===== src/rtl/data_mem_arbiter_pkg.sv =====
// Shared types and helpers for the data-memory arbiter: FSM state and
// access-op encodings plus a constant log2 for index widths.
package data_mem_arbiter_pkg;

   typedef enum logic [1:0] {
      ST_IDLE   = 2'd0,
      ST_ACCESS = 2'd1,
      ST_RESP   = 2'd2
   } state_t;

   typedef enum logic {
      OP_RD = 1'b0,
      OP_WR = 1'b1
   } op_t;

   function automatic int clog2(input int value);
      int result;
      result = 0;
      for (int v = value - 1; v > 0; v = v >> 1) begin
         result++;
      end
      return result;
   endfunction

endpackage


===== src/rtl/dmem_ram.sv =====
// Single-port DEPTH x DW RAM with synchronous write and registered read.
// Contents are never reset; only the read register reflects accesses.
module dmem_ram
   import data_mem_arbiter_pkg::*;
#(
   parameter int DEPTH = 256,
   parameter int DW    = 16,
   parameter int IW    = clog2(DEPTH)
) (
   input  logic          clk,
   input  logic          we,
   input  logic          re,
   input  logic [IW-1:0] addr,
   input  logic [DW-1:0] wdata,
   output logic [DW-1:0] rdata
);

   logic [DW-1:0] mem [DEPTH];

   always_ff @(posedge clk) begin
      if (we) begin
         mem[addr] <= wdata;
      end
      if (re) begin
         rdata <= mem[addr];
      end
   end

endmodule


===== src/rtl/data_mem_arbiter.sv =====
// Round-robin arbiter serialising NCORES core data-memory requests onto one
// single-port RAM, with a preload port usable while the FSM is idle.
//
// state     | meaning
// ----------+---------------------------------------------------------------
// ST_IDLE   | accept preload write, or pick next requester round-robin
// ST_ACCESS | commit latched write to RAM / read data arrives from RAM
// ST_RESP   | pulse MEMRDY for granted core, advance rr_ptr
module data_mem_arbiter
   import data_mem_arbiter_pkg::*;
#(
   parameter int NCORES = 4,
   parameter int DW     = 16,
   parameter int AW     = 16,
   parameter int DEPTH  = 256
) (
   input  logic                 clk,
   input  logic                 rst,
   input  logic [NCORES-1:0]    MEMREAD,
   input  logic [NCORES-1:0]    MEMWR,
   input  logic [NCORES*AW-1:0] DMADDR,
   input  logic [NCORES*DW-1:0] DOUT,
   output logic [NCORES*DW-1:0] DIN,
   output logic [NCORES-1:0]    MEMRDY,
   input  logic                 INITWR,
   input  logic [AW-1:0]        INITADDR,
   input  logic [DW-1:0]        INITDATA,
   output logic                 BUSY
);

   localparam int IW = clog2(DEPTH);
   localparam int GW = (NCORES > 1) ? clog2(NCORES) : 1;

   state_t               state_q, state_d;
   logic [GW-1:0]        rr_ptr_q;
   logic [GW-1:0]        grant_q;
   op_t                  op_q;
   logic [IW-1:0]        addr_q;
   logic [DW-1:0]        wdata_q;
   logic [NCORES*DW-1:0] din_q;

   logic [NCORES-1:0]    req;
   logic                 pick_valid;
   logic [GW-1:0]        pick;
   logic                 grant_fire;

   logic                 ram_we;
   logic                 ram_re;
   logic [IW-1:0]        ram_addr;
   logic [DW-1:0]        ram_wdata;
   logic [DW-1:0]        ram_rdata;

   // Upper address bits only alias onto the RAM index and are ignored.
   logic unused_addr_bits;
   assign unused_addr_bits = ^{DMADDR, INITADDR};

   // First requester at or after ptr, wrapping; MSB flags a hit.
   function automatic logic [GW:0] rr_pick(input logic [NCORES-1:0] r,
                                           input logic [GW-1:0]     ptr);
      logic [GW:0] result;
      int          idx;
      result = '0;
      for (int k = NCORES - 1; k >= 0; k--) begin
         idx = (int'(ptr) + k) % NCORES;
         if (r[idx]) begin
            result = {1'b1, GW'(idx)};
         end
      end
      return result;
   endfunction

   assign req                = MEMREAD | MEMWR;
   assign {pick_valid, pick} = rr_pick(req, rr_ptr_q);
   assign grant_fire         = (state_q == ST_IDLE) && !INITWR && pick_valid;

   // Reads are issued on the grant edge so the data is ready to load into
   // DIN on the ACCESS->RESP edge; writes wait for ACCESS using latched data.
   always_comb begin
      state_d   = state_q;
      ram_we    = 1'b0;
      ram_re    = 1'b0;
      ram_addr  = addr_q;
      ram_wdata = wdata_q;
      case (state_q)
         ST_IDLE: begin
            if (INITWR) begin
               ram_we    = !rst;
               ram_addr  = INITADDR[IW-1:0];
               ram_wdata = INITDATA;
            end else if (pick_valid) begin
               state_d  = ST_ACCESS;
               ram_addr = DMADDR[int'(pick)*AW +: IW];
               ram_re   = !MEMWR[pick] && !rst;
            end
         end
         ST_ACCESS: begin
            state_d = ST_RESP;
            ram_we  = (op_q == OP_WR) && !rst;
         end
         ST_RESP: begin
            state_d = ST_IDLE;
         end
         default: begin
            state_d = ST_IDLE;
         end
      endcase
   end

   always_ff @(posedge clk) begin
      if (rst) begin
         state_q  <= ST_IDLE;
         rr_ptr_q <= '0;
         grant_q  <= '0;
         op_q     <= OP_RD;
         addr_q   <= '0;
         wdata_q  <= '0;
         din_q    <= '0;
      end else begin
         state_q <= state_d;
         if (grant_fire) begin
            grant_q <= pick;
            op_q    <= MEMWR[pick] ? OP_WR : OP_RD;
            addr_q  <= DMADDR[int'(pick)*AW +: IW];
            wdata_q <= DOUT[int'(pick)*DW +: DW];
         end
         if (state_q == ST_ACCESS && op_q == OP_RD) begin
            din_q[int'(grant_q)*DW +: DW] <= ram_rdata;
         end
         if (state_q == ST_RESP) begin
            rr_ptr_q <= (grant_q == GW'(NCORES - 1)) ? '0 : grant_q + 1'b1;
         end
      end
   end

   always_comb begin
      MEMRDY = '0;
      if (state_q == ST_RESP) begin
         MEMRDY[grant_q] = 1'b1;
      end
   end

   assign BUSY = (state_q != ST_IDLE);
   assign DIN  = din_q;

   dmem_ram #(
      .DEPTH (DEPTH),
      .DW    (DW),
      .IW    (IW)
   ) u_ram (
      .clk   (clk),
      .we    (ram_we),
      .re    (ram_re),
      .addr  (ram_addr),
      .wdata (ram_wdata),
      .rdata (ram_rdata)
   );

endmodule


===== config.mk =====
export PLATFORM = sky130hd
export DESIGN_NAME = data_mem_arbiter
export DESIGN_NICKNAME = d
export VERILOG_FILES = /design/src/rtl/data_mem_arbiter_pkg.sv /design/src/rtl/dmem_ram.sv /design/src/rtl/data_mem_arbiter.sv
export SDC_FILE = /design/constraint.sdc
export NUM_CORES = 2
export LEC_CHECK = 0
export ABC_CLOCK_PERIOD_IN_PS = 5440
export BUFFER_PORTS_ARGS = -buffer_cell sky130_fd_sc_hd__buf_2
export CAP_MARGIN = 20
export CORE_MARGIN = 5
export CORE_UTILIZATION = 40
export CTS_BUF_LIST = sky130_fd_sc_hd__clkbuf_4 sky130_fd_sc_hd__clkbuf_8 sky130_fd_sc_hd__clkbuf_16
export CTS_CLUSTER_DIAMETER = 50
export DETAILED_ROUTE_END_ITERATION = 8
export PLACE_DENSITY = 0.67
export SLEW_MARGIN = 20
export SYNTH_ARGS = -nofsm -noshare
export SYNTH_HDL_FRONTEND = slang
export SYNTH_HIERARCHICAL = 1
export SYNTH_SLANG_ARGS = --single-unit

===== constraint.sdc =====
create_clock -name clk -period 5.44 [get_ports clk]
set_input_delay 1.36 -clock clk [delete_from_list [all_inputs] [get_ports clk]]
set_output_delay 1.36 -clock clk [all_outputs]
set_load 0.02 [all_outputs]

Yosys cells after proc, flatten, opt, wreduce, memory -nomap -nowiden
Memories as Yosys holds them, arrays and structs flattened. A register that Yosys moved wholly into a read port is not among the register bits.
Index checks and enable logic that the tools add are counted.
W data, S select, Z words.
{"block": "word_totals", "wordCells": 87, "latch_bits": 0, "ramBits": 4096, "rom_bits": 0, "regBits": 95, "n_memories": 1, "inputBits": 171}
{"name": "u_ram.mem", "depth": 256, "width": 16, "read_ports": 1, "rd_clocked_by_memory_dff": 1, "write_ports": 1, "line": "dmem_ram.sv:18", "source": "logic [DW-1:0] mem [DEPTH];"}
{"block": "classes", "n_div": 0, "n_mux": 38, "bitwise_logic": 5, "multipliers": 0, "eq_ne": 5, "n_addsub": 5, "n_reduce_logical": 15, "n_shift": 4, "order_cmp": 7}
{"cell": "$bwmux W64", "n": 1}
{"cell": "$shift A16 B33 Y64 const A", "n": 1}
{"cell": "$shiftx A16 B33 Y64", "n": 1}
{"cell": "$shiftx A64 B7 Y16", "n": 1}
{"cell": "$shiftx A64 B7 Y8", "n": 1}
{"cell": "$neg A6 Y33", "n": 1}
{"cell": "$mux W16", "n": 2}
{"cell": "$mux W8", "n": 3}
{"cell": "$mux W1", "n": 16}
{"cell": "$lt A3 B4 Y1 const B", "n": 3}
{"cell": "$mux W3", "n": 4}
{"cell": "$bmux W1 S2", "n": 5}
{"cell": "$lt A2 B3 Y1 const B", "n": 3}
{"cell": "$logic_and A1 B1 Y1", "n": 6}
{"cell": "$mux W2", "n": 3}
{"cell": "$reduce_or A2 Y1", "n": 3}
{"cell": "$add A2 B1 Y2 const B", "n": 2}
{"cell": "$add A2 B2 Y2 const B", "n": 2}
{"cell": "$eq A2 B2 Y1 const B", "n": 2}
{"cell": "$mux W4", "n": 1}
{"cell": "$ne A2 B2 Y1 const B", "n": 2}
{"cell": "$or A4 B4 Y4", "n": 1}
{"cell": "$pmux W2 S2", "n": 1}
{"cell": "$and A1 B1 Y1 const A", "n": 3}
{"cell": "9 further kinds", "n": 11}

Logic depth before layout (Yosys ltp)
{"block": "depth", "ltp_word": 17, "ltp_mapped": 17}

Modules after synthesis
The synthesis kept the hierarchy.
{"mod": "dmem_ram", "instances": 1, "cells_per_inst": 6727, "area_per_inst_um2": 155559.2}
{"mod": "data_mem_arbiter", "instances": 1, "cells_per_inst": 579, "area_per_inst_um2": 4870.9}

Worst setup path before layout
Ideal clock, no wire load.
{"block": "synth_path", "path_type": "input to register", "from": "input port MEMREAD[3]", "to": "memory u_ram.mem[145][0], enable pin", "required_time_ns": 5.031, "t_arrival_ns": 5.108, "path_slack_ns": -0.077, "cell_stages": 14, "setup_time_ns": 0.409, "cell_sequence": "or4_4 -> o2111ai_4 -> and2_4 -> buf_12 -> buf_12 -> mux2i_1 -> o221ai_1 -> clkbuf_1 -> buf_2 -> clkbuf_1 -> buf_2 -> nand2b_1 -> clkbuf_1 -> nor3_1"}
{"block": "synth_via", "elab_chain_cells": 12, "word_cells_on_any_way": 20}
{"item": "start, declared", "line": "data_mem_arbiter.sv:19", "source": "input logic [NCORES-1:0] MEMREAD,"}
{"item": "$or A4 B4 Y4 *", "line": "data_mem_arbiter.sv:72", "source": "assign req = MEMREAD | MEMWR;"}
{"item": "$bmux W1 S2", "line": "data_mem_arbiter.sv:65", "source": "if (r[idx]) begin"}
{"item": "$mux W1 (not written as such) (2 in series)", "line": "data_mem_arbiter.sv:65"}
{"item": "$mux W3 (3 in series)", "line": "data_mem_arbiter.sv:65"}
{"item": "$mux W3 *", "line": "data_mem_arbiter.sv:65"}
{"item": "$shiftx A64 B7 Y8", "line": "data_mem_arbiter.sv:92", "source": "ram_addr = DMADDR[int'(pick)*AW +: IW];"}
{"item": "$mux W8 *", "line": "data_mem_arbiter.sv:90", "source": "end else if (pick_valid) begin"}
{"item": "$mux W8 *", "line": "data_mem_arbiter.sv:86", "source": "if (INITWR) begin"}
{"item": "$mux W8 *", "line": "data_mem_arbiter.sv:84", "source": "case (state_q)"}
{"item": "net ram_addr[1]", "line": "data_mem_arbiter.sv:49", "source": "logic [IW-1:0] ram_addr;"}
{"item": "end, declared", "line": "dmem_ram.sv:18"}
The timed path passes the listed nets; every way through them passes the cells marked *. The select of a mux whose other input is x is not followed.

Worst setup path in the final report
{"block": "layout_path", "from": "input port MEMREAD[3]", "to": "register u_ram.rdata[10], read port of u_ram.mem (data pin)"}
{"block": "layout_via", "word_cells_on_any_way": 27}
{"item": "$or A4 B4 Y4 *", "line": "data_mem_arbiter.sv:72"}
{"item": "$bmux W1 S2", "line": "data_mem_arbiter.sv:65"}
{"item": "$mux W1 (not written as such) (2 in series)", "line": "data_mem_arbiter.sv:65"}
{"item": "$mux W3 (3 in series)", "line": "data_mem_arbiter.sv:65"}
{"item": "$mux W3 *", "line": "data_mem_arbiter.sv:65"}
{"item": "$shiftx A64 B7 Y8", "line": "data_mem_arbiter.sv:92"}
{"item": "$mux W8 *", "line": "data_mem_arbiter.sv:90"}
{"item": "$mux W8 *", "line": "data_mem_arbiter.sv:86"}
{"item": "$mux W8 *", "line": "data_mem_arbiter.sv:84"}
{"item": "net ram_addr[3]", "line": "data_mem_arbiter.sv:49"}
{"item": "end, declared", "line": "dmem_ram.sv:15", "source": "output logic [DW-1:0] rdata"}
Marked as above.
A chain may end at the register's enable or synchronous reset.

==> implementation parameters <==
Parameter                              Value

Pwr
  Power Internal ... 57150 uW
  Total power divided by cell area ... 388.0 nW/um^2
  Pleak ... 0.06143 uW
  Power share of the combinational group ... 12.2%
  VDD IR-drop max ... 0.3126 mV
  Switching power summed over all nets ... 17720 uW
  Switch share ... 23.67%
  Sequential share of power ... 48.6%
  Share of power burned in the clock network ... 39.2%

Synth
  Net Count, Synth ... 7485
  Portion of netlist area occupied by mux cells ... 14.69%
  Number of enable-type register cells in the synthesized netlist ... 4112
  Average cell area after synthesis ... 21.96 um^2
  Combined area of all synthesized cells ... 160400 um^2
  Fraction of the yosys area taken by sequential cells ... 78.15%
  Synthesis-stage register bit count ... 4207
  Post-synthesis simple-gate area fraction ... 1.541%
  Adder-cell share of the synthesized area ... 0.06239%
  Fraction of registers with async set/reset ... 0%
  Synthesized-area fraction occupied by ao, oa, aoi and oai cells ... 4.198%
  Yosys warnings ... 6
  Largest family of logic cells by synthesized area ... multiplexers
  Count of unique library cells instantiated by Yosys ... 54
  Predominant post-synthesis flop cell ... sky130_fd_sc_hd__edfxtp_1
  Gate Count Post-Synth ... 7306
  Fraction of synthesized cell area in xor and xnor cells ... 0%

Clock network
  Post-CTS clock slew at the launch and capture registers of the worst setup and hold paths ... 0.06 ns
  Worst-Skew Late Latency ... 0.97 ns
  CTS max path bufs ... 4
  TritonCTS clock tree ... built
  Total of hold buffers inserted after clock tree synthesis ... 0
  Clock sink total ... 4207
  Root buf cell ... sky130_fd_sc_hd__clkbuf_16
  Depth of the CTS H-tree ... 5
  Clock buffer count from CTS ... 423

Global route
  Antenna violations before repair ... 15
  Via count of the first global-routing pass ... 82250
  Overflow after GRT ... 0
  Largest net degree at the start of global routing ... 135
  Wire length of the first global-routing pass ... 592800 um
  Aggregate global-route resource usage ... 19.46%

Status
  Status ... complete, no violations

Floorplan
  Die width ... 643.3 um
  Die area ... 413800 um^2
  Die Span Y ... 643.3 um
  Number of cell rows ... 232
  Initial standard-cell utilization of the core ... 40.17%
  Area of the core ... 399400 um^2
  Number of placed I/O pins ... 240

STA
  Fmax ... 188.1 MHz
  Number of endpoints with negative hold slack in the final report ... 0
  Final max-slew violation count ... 0
  Unrepaired setup endpoints after global routing ... no
  Max Clock Skew ... 0.08030 ns
  Worst slew slack as a fraction of its limit ... 18.01%
  Worst hold margin ... 0.4486 ns
  Share of the clock period used by the worst path after layout ... 97.71%
  Post-route minimum period ... 5.315 ns
  Final count of negative-setup-slack endpoints ... 0
  Slew @ Worst Pin ... 1.230 ns
  Setup Total Neg Slack ... 0 ns

Detailed routing
  Detailed-route wire length per cell ... 29.16 um
  Via count of the routed design ... 82270
  First-pass iteration count of the detailed router ... 6
  Remaining DRCs ... 0
  Mean number of vias per cell ... 5.818
  Starting DRT DRC Count ... 10690
  Total wire length ... 412300 um
  Remaining number of nets flagged by the antenna check after routing ... 0

Critical path
  Worst path arrival time ... 6.03 ns
  Nature of the critical path startpoint ... input pin
  WP data required ... 6.15 ns
  Endpoint type of the worst setup path ... flip-flop
  Critical Setup Path Class ... in -> reg
  Top fanout value on the critical path ... 29

Finish
  Layout Area Growth over Synthesis ... 20.27%
  Layout cell share with drive strength beyond 1 ... 34.74%
  Number of nets at the end of the flow ... 8701

Run
  Number of violations of the max-capacitance limit ... 0

Placed design
  HPWL after DPL ... 255300 um
  Number of buffers inserted by port buffering ... 199
  Routability cong. ... 0.9344

Worst hold path
  Worst hold path type ... reg -> reg
==> registers in the layout, summed over array words and instances, names as in the netlist <==
signal and count:
u_ram/mem 4096, DIN 64, u_ram/rdata 16, wdata_q 16, addr_q 8, grant_q 2, rr_ptr_q 2, state_q 2
op_q 1
==> through the flow <==
step	worst slack [ns]	total power, uW	utilization, %	cell area (um^2)	std cells
5_1_grt	0.02143	77170	48.30	192900	14130
3_3_place_gp	-0.9024	45920	44.74	178700	13360
3_5_place_dp	-0.8717	46120	44.74	178700	13360
2_1_floorplan	-0.07717	41910	-	160500	7306
6_report	0.1247	74870	48.31	193000	14140
4_1_cts	0.1224	75240	48.28	192900	14130
==> layout by cell type, fill, tap and decap left out, drive strengths merged, types with 64 or more instances in the layout <==
cell and instances:
nor2 246, buf 1253, a21oi 326, nand2 124
dfxtp 95, edfxtp 4112, clkinv 176, mux4 1024
o41ai 64, clkbuf 494, a22oi 520, nand3 79
==> layout make-up <==
cell class | count | area, um^2
clock inverters | 276 | 2948
diodes | 8 | 20.02
inverters | 6 | 22.52
well taps | 5265 | 6588
multi-input cells | 2631 | 33480
flip-flops and latches | 4207 | 125400
clock buffers | 494 | 11220
fillers | 31420 | 206500
repair buffers | 1253 | 13290
==> power by group through the flow <==
stage / Sequential, uW / Combinational (uW) / Clock, uW
2_1_floorplan: 37100 / 4760 / 0
3_3_place_gp: 37100 / 8870 / 0
3_5_place_dp: 37100 / 9050 / 0
4_1_cts: 36400 / 9090 / 29800
5_1_grt: 36400 / 9560 / 31200
6_report: 36400 / 9120 / 29400
==> per-layer routing <==
layer | up-vias | routed length (um) | global-route usage (%)
li1 | 33650 | - | -
met1 | 43450 | 159400 | 27.36
met2 | 4473 | 194200 | 30.26
met3 | 691 | 43790 | 4.408
met4 | 4 | 14920 | 6.471
met5 | - | 21 | 0
==> critical path, stage by stage <==
cell and delay, ns:
sky130_fd_sc_hd__buf_2 0.11, sky130_fd_sc_hd__or4_4 0.58, sky130_fd_sc_hd__o2111ai_4 0.12, sky130_fd_sc_hd__and2_4 0.21
sky130_fd_sc_hd__buf_4 0.24, sky130_fd_sc_hd__mux2i_1 0.33, sky130_fd_sc_hd__o221ai_1 0.27, sky130_fd_sc_hd__buf_12 0.22
sky130_fd_sc_hd__and2_4 0.29, sky130_fd_sc_hd__buf_12 0.22, sky130_fd_sc_hd__buf_12 0.20, sky130_fd_sc_hd__buf_4 0.17
sky130_fd_sc_hd__a22oi_1 0.33, sky130_fd_sc_hd__a21oi_1 0.19, sky130_fd_sc_hd__o41ai_1 0.62, sky130_fd_sc_hd__buf_4 0.21
sky130_fd_sc_hd__nand4_1 0.11, sky130_fd_sc_hd__buf_4 0.18
==> repair_timing <==
action / in CTS / in global routing
endpoints found under the setup margin: 0 / 2
gates resized for setup: 0 / 2
buffers inserted: 0 / 1
==> cells by family (layout without fill, tap and decap cells) <==
kind of cell | after synthesis | in the layout
other | 0 | 8
buffers and inverters | 468 | 2029
AND/OR/NAND/NOR | 559 | 559
flip-flops | 4207 | 4207
multiplexers | 1073 | 1073
adder cells (fa/ha/maj) | 8 | 8
AO/OA/AOI/OAI | 991 | 991
==> final timing paths <==
path / cells after the start / startpoint / endpoint / slack (ns)
worst min-delay path: 2 / DIN[8]$_SDFFE_PP0P_ / DIN[8]$_SDFFE_PP0P_ / 0.45
worst max-delay path: 18 / MEMREAD[3] / u_ram/rdata[10]$_DFFE_PP_ / 0.12
worst min register to register: 2 / DIN[8]$_SDFFE_PP0P_ / DIN[8]$_SDFFE_PP0P_ / 0.45
worst max register to register: 17 / rr_ptr_q[1]$_SDFFE_PP0P_ / u_ram/rdata[10]$_DFFE_PP_ / 0.65
==> synth_stat cells, drive strengths merged, types with 34 or more instances <==
cell	count	share of area (%)
clkbuf	283	0.66
a22oi	520	2.4
o41ai	64	0.35
edfxtp	4112	77
nand2	124	0.29
nor2	246	0.58
buf	179	0.68
mux4	1024	14
nand3	79	0.25
a21oi	326	1.0
dfxtp	95	1.2
nor3	34	0.11
Power figures use the tool's default switching activity.
